$ cat src/rtl/mem_access_stage_pkg.sv
// Shared types for the stage-4 memory access unit: FSM states, writeback
// select encoding and the default widths.
package mem_access_stage_pkg;

  localparam int ADDR_W_DEF  = 32;
  localparam int DATA_W_DEF  = 32;
  localparam int TIMEOUT_DEF = 255;
  localparam int CTR_W       = 8;

  typedef enum logic [1:0] {
    S_IDLE = 2'd0,
    S_REQ  = 2'd1,
    S_WAIT = 2'd2,
    S_DONE = 2'd3
  } state_e;

  typedef enum logic [1:0] {
    WB_ALU  = 2'd0,
    WB_LOAD = 2'd1,
    WB_LINK = 2'd2
  } wbsel_e;

  // Jump link value beats load data, which beats the ALU result.
  function automatic wbsel_e wb_select(input logic jump, input logic memtoreg);
    if (jump)          return WB_LINK;
    else if (memtoreg) return WB_LOAD;
    else               return WB_ALU;
  endfunction

endpackage

$ cat src/rtl/mem_access_stage_timeout.sv
// 8-bit access watchdog: cleared when a request is issued, counts while the
// access is outstanding, flags the increment that reaches TIMEOUT.
module mem_timeout_ctr
  import mem_access_stage_pkg::*;
#(
  parameter int TIMEOUT = TIMEOUT_DEF
) (
  input  logic clk,
  input  logic rst_n,
  input  logic i_clr,
  input  logic i_en,
  output logic o_tc
);

  logic [CTR_W-1:0] r_count;

  always_ff @(posedge clk or negedge rst_n) begin
    if (!rst_n)     r_count <= '0;
    else if (i_clr) r_count <= '0;
    else if (i_en)  r_count <= r_count + 1'b1;
  end

  // Asserted on the cycle whose increment brings the count to TIMEOUT.
  assign o_tc = i_en & (r_count == CTR_W'(TIMEOUT - 1));

endmodule

$ cat src/rtl/mem_access_stage.sv
// Stage-4 memory access: issues ready/valid data-memory accesses, freezes the
// stage-3/4 register while an access is outstanding, registers writeback results.
module mem_access_stage
  import mem_access_stage_pkg::*;
#(
  parameter int ADDR_W  = ADDR_W_DEF,
  parameter int DATA_W  = DATA_W_DEF,
  parameter int TIMEOUT = TIMEOUT_DEF
) (
  input  logic              clk,
  input  logic              rst_n,
  input  logic              valid34,
  input  logic [31:0]       addp4out34,
  input  logic [31:0]       alu_out34,
  input  logic [31:0]       read_data234,
  input  logic [4:0]        write_reg34,
  input  logic              memwrite34,
  input  logic              mem_read34,
  input  logic              wr_en34,
  input  logic              memtoreg34,
  input  logic              jump34,
  output logic              stall34,
  output logic              dmem_req,
  output logic              dmem_we,
  output logic [ADDR_W-1:0] dmem_addr,
  output logic [DATA_W-1:0] dmem_wdata,
  input  logic              dmem_ready,
  input  logic              dmem_rvalid,
  input  logic [DATA_W-1:0] dmem_rdata,
  output logic              wb_valid45,
  output logic [31:0]       wb_data45,
  output logic [4:0]        wb_reg45,
  output logic              wb_en45,
  output logic              bus_err
);

  state_e            r_state, w_state_nxt;
  logic              r_dmem_we;
  logic [ADDR_W-1:0] r_dmem_addr;
  logic [DATA_W-1:0] r_dmem_wdata;
  logic [31:0]       r_load_data;
  logic              r_abort;
  logic              r_bus_err;
  logic              r_wb_valid_p1, r_wb_en_p1;
  logic [31:0]       r_wb_data_p1;
  logic [4:0]        r_wb_reg_p1;

  logic w_memop, w_misalign, w_conflict, w_bad, w_clean;
  logic w_stall, w_issue, w_ctr_en, w_tc, w_result;
  logic w_abort_set, w_capture, w_err_now, w_err_inst;
  logic [31:0] w_load, w_wb_data;

  assign w_memop    = valid34 & (mem_read34 | memwrite34);
  assign w_misalign = w_memop & (alu_out34[1:0] != 2'b00);
  assign w_conflict = w_memop & mem_read34 & memwrite34;
  assign w_bad      = w_misalign | w_conflict;
  assign w_clean    = w_memop & ~w_bad;

  mem_timeout_ctr #(.TIMEOUT(TIMEOUT)) u_timeout (
    .clk   (clk),
    .rst_n (rst_n),
    .i_clr (w_issue),
    .i_en  (w_ctr_en),
    .o_tc  (w_tc)
  );

  always_comb begin
    w_state_nxt = r_state;
    w_stall     = 1'b0;
    w_issue     = 1'b0;
    w_ctr_en    = 1'b0;
    w_result    = 1'b0;
    w_abort_set = 1'b0;
    w_capture   = 1'b0;
    w_err_now   = 1'b0;
    case (r_state)
      S_IDLE: begin
        if (w_clean) begin
          w_stall     = 1'b1;
          w_issue     = 1'b1;
          w_state_nxt = S_REQ;
        end else begin
          w_result  = 1'b1;
          w_err_now = w_bad;
        end
      end
      S_REQ: begin
        w_stall  = 1'b1;
        w_ctr_en = 1'b1;
        if (dmem_ready) begin
          w_state_nxt = r_dmem_we ? S_DONE : S_WAIT;
        end else if (w_tc) begin
          w_abort_set = 1'b1;
          w_state_nxt = S_DONE;
        end
      end
      S_WAIT: begin
        w_stall  = 1'b1;
        w_ctr_en = 1'b1;
        if (dmem_rvalid) begin
          w_capture   = 1'b1;
          w_state_nxt = S_DONE;
        end else if (w_tc) begin
          w_abort_set = 1'b1;
          w_state_nxt = S_DONE;
        end
      end
      S_DONE: begin
        w_result    = 1'b1;
        w_state_nxt = S_IDLE;
      end
      default: w_state_nxt = S_IDLE;
    endcase
  end

  // Load data only means something for the access that just completed.
  assign w_load     = (r_state == S_DONE) ? r_load_data : 32'h0;
  assign w_err_inst = w_err_now | ((r_state == S_DONE) & r_abort);

  always_comb begin
    w_wb_data = alu_out34;
    case (wb_select(jump34, memtoreg34))
      WB_LINK: w_wb_data = addp4out34;
      WB_LOAD: w_wb_data = w_load;
      default: w_wb_data = alu_out34;
    endcase
  end

  always_ff @(posedge clk or negedge rst_n) begin
    if (!rst_n) r_state <= S_IDLE;
    else        r_state <= w_state_nxt;
  end

  // Request capture: held stable from REQ entry until the access completes.
  always_ff @(posedge clk or negedge rst_n) begin
    if (!rst_n) begin
      r_dmem_we    <= 1'b0;
      r_dmem_addr  <= '0;
      r_dmem_wdata <= '0;
      r_load_data  <= '0;
      r_abort      <= 1'b0;
      r_bus_err    <= 1'b0;
    end else begin
      if (w_issue) begin
        r_dmem_we    <= memwrite34;
        r_dmem_addr  <= {alu_out34[ADDR_W-1:2], 2'b00};
        r_dmem_wdata <= DATA_W'(read_data234);
        r_load_data  <= '0;
        r_abort      <= 1'b0;
      end else if (w_capture) begin
        r_load_data  <= 32'(dmem_rdata);
      end else if (w_abort_set) begin
        r_load_data  <= '0;
        r_abort      <= 1'b1;
      end
      if (w_err_now | w_abort_set) r_bus_err <= 1'b1;
    end
  end

  // Stage 4 -> 5 boundary: writeback result register, bubble while stalled.
  always_ff @(posedge clk or negedge rst_n) begin
    if (!rst_n) begin
      r_wb_valid_p1 <= 1'b0;
      r_wb_en_p1    <= 1'b0;
      r_wb_data_p1  <= '0;
      r_wb_reg_p1   <= '0;
    end else if (w_result) begin
      r_wb_valid_p1 <= valid34;
      r_wb_en_p1    <= wr_en34 & valid34 & ~memwrite34 & ~w_err_inst;
      r_wb_data_p1  <= w_wb_data;
      r_wb_reg_p1   <= write_reg34;
    end else begin
      r_wb_valid_p1 <= 1'b0;
      r_wb_en_p1    <= 1'b0;
    end
  end

  assign stall34    = w_stall;
  assign dmem_req   = (r_state == S_REQ);
  assign dmem_we    = r_dmem_we;
  assign dmem_addr  = r_dmem_addr;
  assign dmem_wdata = r_dmem_wdata;
  assign wb_valid45 = r_wb_valid_p1;
  assign wb_data45  = r_wb_data_p1;
  assign wb_reg45   = r_wb_reg_p1;
  assign wb_en45    = r_wb_en_p1;
  assign bus_err    = r_bus_err;

endmodule

$ cat config.mk
export PLATFORM = sky130hd
export DESIGN_NAME = mem_access_stage
export DESIGN_NICKNAME = d
export VERILOG_FILES = /design/src/rtl/mem_access_stage_pkg.sv /design/src/rtl/mem_access_stage_timeout.sv /design/src/rtl/mem_access_stage.sv
export SDC_FILE = /design/constraint.sdc
export NUM_CORES = 1
export LEC_CHECK = 0
export ABC_AREA = 0
export CORE_UTILIZATION = 48
export DETAILED_ROUTE_END_ITERATION = 12
export PLACE_DENSITY = 0.94
export SLEW_MARGIN = 25
export SYNTH_ARGS = -nofsm -noshare
export SYNTH_HDL_FRONTEND = slang
export SYNTH_SLANG_ARGS = --single-unit
$ cat constraint.sdc
create_clock -name clk -period 4.5 [get_ports clk]
set_input_delay 0.9 -clock clk [delete_from_list [all_inputs] [get_ports clk]]
set_output_delay 0.9 -clock clk [all_outputs]
set_load 0.005 [all_outputs]
==> results of run 1 <==
per-stage QoR:
stage | setup WS (ns) | util | total power, mW | cell area [um2]
floorplan | 1.81 | - | 3.36 | 6490
global placement | 0.924 | 0.686 | 4.64 | 9050
detailed placement | 0.929 | 0.686 | 4.77 | 9050
CTS | 0.929 | 0.739 | 6.46 | 9750
global route | 0.866 | 0.739 | 6.78 | 9750
finish | 0.943 | 0.739 | 6.42 | 9750
kinds of logic (layout without fill, tap and decap cells):
kind of cell | count (synthesis) | after routing | share of synthesized area
fa+ha+maj | 9 | 9 | 0.0174
xor+xnor | 7 | 7 | 0.00945
simple gates | 288 | 288 | 0.186
other cells | 1 | 2 | 0.000578
buf+inv | 55 | 297 | 0.0390
flops | 146 | 146 | 0.563
mux | 38 | 38 | 0.0658
compound gates | 114 | 114 | 0.118
per-layer routing:
metal  up-vias  global-route usage  share of wire
met4         0               0.124          0.026
met1      2813               0.358           0.41
li1       2662                   -              -
met3        37              0.0589          0.050
met5         -                   0              0
met2       218               0.485           0.51
critical path: stages:
cell and delay [ns]:
clkdlybuf4s50_1 0.48, xnor2_1 0.22, nor4_2 0.32, nor2_1 0.07, nor2_1 0.10, clkdlybuf4s50_1 0.55
how the worst max path moves through the flow:
stage | cells past startpoint | end | slack, ns
2_1_floorplan | 5 | stall34 | 1.81
3_3_place_gp | 6 | stall34 | 0.92
3_5_place_dp | 6 | stall34 | 0.93
4_1_cts | 6 | stall34 | 0.93
5_1_grt | 6 | stall34 | 0.87
6_report | 6 | stall34 | 0.94
area by class of cell:
cell class,instances,area (um2)
Fill cell,902,3440
Timing Repair Buffer,257,2540
Sequential cell,146,3650
Clock buffer,23,498
Tap cell,176,220
Inverter,8,30.0
Clock inverter,9,198
Multi-Input combinational cell,458,2610
registers in the layout, summed over array words and instances, names as in the netlist:
signal and flops:
r_load_data 32, wb_valid45 1, u_timeout.r_count 8, wb_reg45 5
r_state 2, dmem_addr 30, dmem_we 1, r_abort 1
wb_en45 1, bus_err 1, dmem_wdata 32, wb_data45 32
power by group:
| group | total, mW | internal, mW | switching, mW |
|---|---|---|---|
| combinational | 2.46 | 1.49 | 0.974 |
| sequential | 2.31 | 1.94 | 0.373 |
| clock | 1.65 | 1.11 | 0.538 |
synth_stat cells, types with 2 or more instances:
master      n  area [um2]
a21oi_1     4        20.0
buf_2       4        20.0
nor2_1     12        45.0
mux2_1      8        90.1
nand4_1     4        25.0
ha_1        9         113
a22oi_1     2        15.0
a31oi_1    32         200
o21ai_0    36         180
dfrtp_1   146        3650
buf_4       3        22.5
nor4_1      2        12.5
a22o_1     32         280
nand2b_1    2        12.5
nor3b_1     2        15.0
xor2_1      4        35.0
and3_1      2        12.5
buf_6       4        45.0
o31ai_1     2        15.0
xnor2_1     3        26.3
inv_1       8        30.0
nor2b_1    32         200
mux2_2     29         327
clkbuf_1   36         135
nand2_1   227         852
==> summary.md, run 1 <==
| Metric | Value |
|---|---|
| Post-Syn Area | 6480 um2 |
| CTS sink cnt | 146 |
| Global placement routability congestion | 0.857 |
| Hold path start | dmem_wdata[4] |
| Status | finished, final reports clean |
| Syn Area/Cell | 9.86 um2 |
| Share of cells above drive strength 1 | 0.0866 |
| R2R setup slack | 1.76 ns |
| Top Ports | 250 |
| Vias | 5730 |
| Largest net degree at the start of global routing | 97 |
| Most frequent cells in the layout | clkdlybuf4s50_1, nand2_1, dfrtp_1 |
| Vias in the first global route | 6001 |
| Die area | roughly 14000 um2 |
| Setup TNS | 0 ns |
| R2r endpoint | r_load_data[9] |
| Global route total overflow | 0 |
| Hold depth | 2 |
| Unrepaired setup endpoints after global routing | no |
| # resized after CTS | 0 |
| Cts hold-fix bufs | 0 |
| Worst Hold Class | flip-flop to flip-flop |
| Netlist cell types | 38 |
| Area Growth Syn to Fin | 50.4% |
| DRC errors left | 0 |
| Post-synthesis sequential area ratio | 0.563 |
| Worst path arrival time | 2.66 ns |
| DRT Wirelength | 19000 um |
| Lkg Pwr | 4.44 nW |
| First-pass GRT wire length | 31000 um |
| Kind of critical path | primary input to output pin |
| Min Tclk post-route | approximately 3.6 ns |
| Placeable Area | 13200 um2 |
| Yosys warning count | 0 |
| Max IR drop VDD | 350 uV |
| Worst slew pin tran | approximately 0.92 ns |
| # setup viols final | 0 |
| WHS Endpoint | dmem_wdata[4] |
| Vias per inst | 5.32 |
| Critical path endpoint category | output pin |
| H-tree depth | 4 |
| CTS Root Cell | clkbuf_16 |
| Avg WL per Cell | 17.7 um |
| Post-synth EDFFs | 0 |
| Reg-to-reg startpoint | r_state[0] |
| Cell Count, Final, Fillers Out | roughly 1.1k |
| Post-synth top flop | dfrtp_1 |
| Crit Path Max Fanout | 5 |
| Max_cap viols | 0 |
| Total GRT Usage | 0.287 |
| DP HPWL | 12700 um |
| # diodes | 0 |
| Ys async rst share | 1.00 |
| CP Launch Point | memwrite34 |
| Clock Path Buffers | 2 |
| Rel. slew slack | 0.386 |
| Post-route clock skew | 0.0147 ns |
| Clock latency on the worst-skew pair | 0.43 ns |
| Fmax | 0.281 GHz |
| Cells after Synth | 658 |
| Clk pin slew, worst setup/hold paths | 0.06 ns |
| Final Hold Violating Endpoints | 0 |
| IO Port Bufs | 247 |
| Fin crit share | 0.790 |
| Placed cell count | roughly 1.0k |
| Num CTS Buffers | 17 |
| PD cells | 659 nW/um2 |
| Fin. max-slew vios | 0 |
| Initial antenna violation count | 0 |
| Rows | 42 |
| Number of synthesized register bits | approximately 150 |
| TritonCTS clock tree | yes |
| Startpoint types | primary input |
| Die W | 118 um |
| Chip height | 118 um |
| Post-CTS Setup Bufs | 0 |
| Worst Reg-to-Reg Cells | 8 |
| Req. time, crit path | 3.60 ns |
| DRT iter0 DRCs | 437 |
| First-pass DRT Iterations | 5 |
| Most common cell after layout, fill and taps aside | clkdlybuf4s50_1 |
| Nets@finish | 1040 |
| Post-route ant nets | 0 |
| Initial core utilization | 0.492 |
| Min Hold Slack | 0.471 ns |
Power figures use the tool's default switching activity.
==> run 2, diff against run 1 <==
--- a/config.mk
+++ b/config.mk
@@ -6,9 +6,9 @@
 export NUM_CORES = 1
 export LEC_CHECK = 0
 export ABC_AREA = 0
-export CORE_UTILIZATION = 48
+export CORE_UTILIZATION = 44
 export DETAILED_ROUTE_END_ITERATION = 12
-export PLACE_DENSITY = 0.94
+export PLACE_DENSITY = 0.87
 export SLEW_MARGIN = 25
 export SYNTH_ARGS = -nofsm -noshare
 export SYNTH_HDL_FRONTEND = slang
==> constraint.sdc (replaced) <==
create_clock -name clk -period 3.5 [get_ports clk]
set_input_delay 0.7 -clock clk [delete_from_list [all_inputs] [get_ports clk]]
set_output_delay 0.7 -clock clk [all_outputs]
set_load 0.005 [all_outputs]
==> run 2 against run 1 <==
Net effect:
- via count is 1.1% lower
- highest routed layer unchanged
- core utilization is 7.0 points lower
- register-to-register slack worse by 1.0 ns
- combinational power is 28% higher
- clock skew is 0.0038 ns lower
- clock-buffer cell count is 5 higher
==> summary.md, run 2 (synthesis gave the netlist of run 1 again) <==
| Metric | Value |
|---|---|
| DRC errors left | 0 (unchanged) |
| Min Hold Slack | 0.258 ns (-0.213 ns) |
| Max IR drop VDD | 379 uV (+8.3%) |
| Vias in the first global route | 5664 (-5.6%) |
| IO Port Bufs | 247 (unchanged) |
| Post-route clock skew | 0.0109 ns (-0.00378 ns) |
| CTS sink cnt | 146 (unchanged) |
| Req. time, crit path | 2.80 ns (-0.80 ns) |
| PD cells | 816 nW/um2 (+24%) |
| Placeable Area | 14500 um2 (+9.8%) |
| TritonCTS clock tree | yes |
| # diodes | 0 (unchanged) |
| Slowest stage cell, crit path | clkdlybuf4s50_1 |
| DP HPWL | 12600 um (-0.53%) |
| Crit Path Max Fanout | 5 (unchanged) |
| Min Tclk post-route | 3.18 ns |
| Most frequent cells in the layout | clkdlybuf4s50_1, nand2_1, dfrtp_1 |
| Top Ports | 250 (unchanged) |
| Fmax | 0.314 GHz |
| Worst slew pin tran | 0.827 ns (-0.0934 ns) |
| Vias | 5666 (-1.1%) |
| Worst Reg-to-Reg Cells | 8 (unchanged) |
| # resized after CTS | 0 (unchanged) |
| Global placement routability congestion | 0.794 (-7.4%) |
| Lkg Pwr | 4.41 nW (-0.59%) |
| Final worst setup slack | 0.317 ns (-0.626 ns) |
| Fin. max-slew vios | 0 (unchanged) |
| Unrepaired setup endpoints after global routing | no |
| Die area | 15200 um2 (+8.9%) |
| # setup viols final | 0 (unchanged) |
| Chip height | 123 um (+4.4%) |
| R2R setup slack | 0.74 ns (-1.02 ns) |
| Vias per inst | 5.22 (-1.8%) |
| Clock Path Buffers | 2 (unchanged) |
| DRT Wirelength | 18400 um (-3.1%) |
| Rel. slew slack | 0.449 (+0.0623) |
| Setup TNS | 0 ns (unchanged) |
| Clk pin slew, worst setup/hold paths | 0.05 ns (about the same) |
| Global route total overflow | 0 (unchanged) |
| Worst Hold Class | primary input to asynchronous set/reset pin |
| Max_cap viols | 0 (unchanged) |
| First-pass GRT wire length | 28600 um (-7.7%) |
| Fin crit share | 0.909 |
| Cts hold-fix bufs | 0 (unchanged) |
| Critical path's largest stage delay | 0.55 ns (about the same) |
| Kind of critical path | primary input to output pin |
| Worst path cell trace | clkdlybuf4s50_1, xnor2_1, nor4_2, nor2_1, nor2_1, clkdlybuf4s50_1 |
| Total power | 7.91 mW (+23%) |
| CTS Root Cell | clkbuf_16 |
| Most common cell after layout, fill and taps aside | clkdlybuf4s50_1 |
| Post-route ant nets | 0 (unchanged) |
| First-pass DRT Iterations | 5 (unchanged) |
| Clock latency on the worst-skew pair | 0.42 ns (about the same) |
| Num CTS Buffers | 17 (unchanged) |
| Pre-CTS WS | 0.194 ns (-0.735 ns) |
| Reg-to-reg startpoint | r_state[0] |
| Initial core utilization | 0.448 (-0.0438) |
| Area Growth Syn to Fin | 49.5% |
| R2r endpoint | r_load_data[4] |
| Final Hold Violating Endpoints | 0 (unchanged) |
| Share of cells above drive strength 1 | 0.0855 (-0.00111) |
| Worst path arrival time | 2.48 ns (-0.18 ns) |
| Post-CTS Setup Bufs | 0 (unchanged) |
| Status | finished, final reports clean |
| H-tree depth | 4 (unchanged) |
| Startpoint types | primary input |
| Die W | 123 um (+4.4%) |
| Avg WL per Cell | 17.0 um (-3.8%) |
| Total GRT Usage | 0.251 (-0.0368) |
| DRT iter0 DRCs | 353 (-19%) |
| Rows | 44 (+4.8%) |
| Nets@finish | 1041 (+0.096%) |
| Initial antenna violation count | 0 (unchanged) |
| Largest net degree at the start of global routing | 74 (-24%) |
| Critical path endpoint category | output pin |
[run 2: layer usage]
metal,GRT usage,part of all wire
met1,0.305,0.41
met2,0.430,0.51
met3,0.0484,0.053
met4,0.113,0.023
met5,0,0
[run 2: cell type report]
class                      count  area, um2
fill                        1112       4790
sequential                   146       3650
multi-input combinational    458       2610
timing repair buffer         258       2570
clock buffer                  28        557
tap                          184        230
clock inverter                 3       40.0
inverter                       8       30.0
[run 2: worst max-delay path by stage]
| stage | from | endpoint | slack [ns] |
|---|---|---|---|
| 3_5_place_dp | memwrite34 | r_load_data[4] | 0.19 |
| 2_1_floorplan | memwrite34 | stall34 | 1.21 |
| 3_3_place_gp | memwrite34 | r_load_data[8] | 0.24 |
| 6_report | memwrite34 | stall34 | 0.32 |
| 5_1_grt | memwrite34 | stall34 | 0.18 |
| 4_1_cts | memwrite34 | stall34 | 0.30 |
[run 2: power by group]
| group | internal [mW] | leakage, nW | switching (mW) |
|---|---|---|---|
| combinational | 1.93 | 2.27 | 1.22 |
| clock | 1.14 | 0.299 | 0.661 |
| sequential | 2.49 | 1.84 | 0.458 |
| total | 5.56 | 4.41 | 2.34 |
[run 2: metrics by stage]
step	instance area, um2	utilization	std cells
finish	9690	0.669	1085
global route	9690	0.669	1085
CTS	9690	0.669	1085
detailed placement	9090	0.628	1054
global placement	9090	0.628	1054
floorplan	6490	-	659
[run 2: worst max-delay path, delay by kind of cell]
| kind | cells | cell delay [ns] |
|---|---|---|
| buffers and inverters | 2 | 1.03 |
| XOR/XNOR | 1 | 0.23 |
| AND/OR/NAND/NOR | 3 | 0.51 |
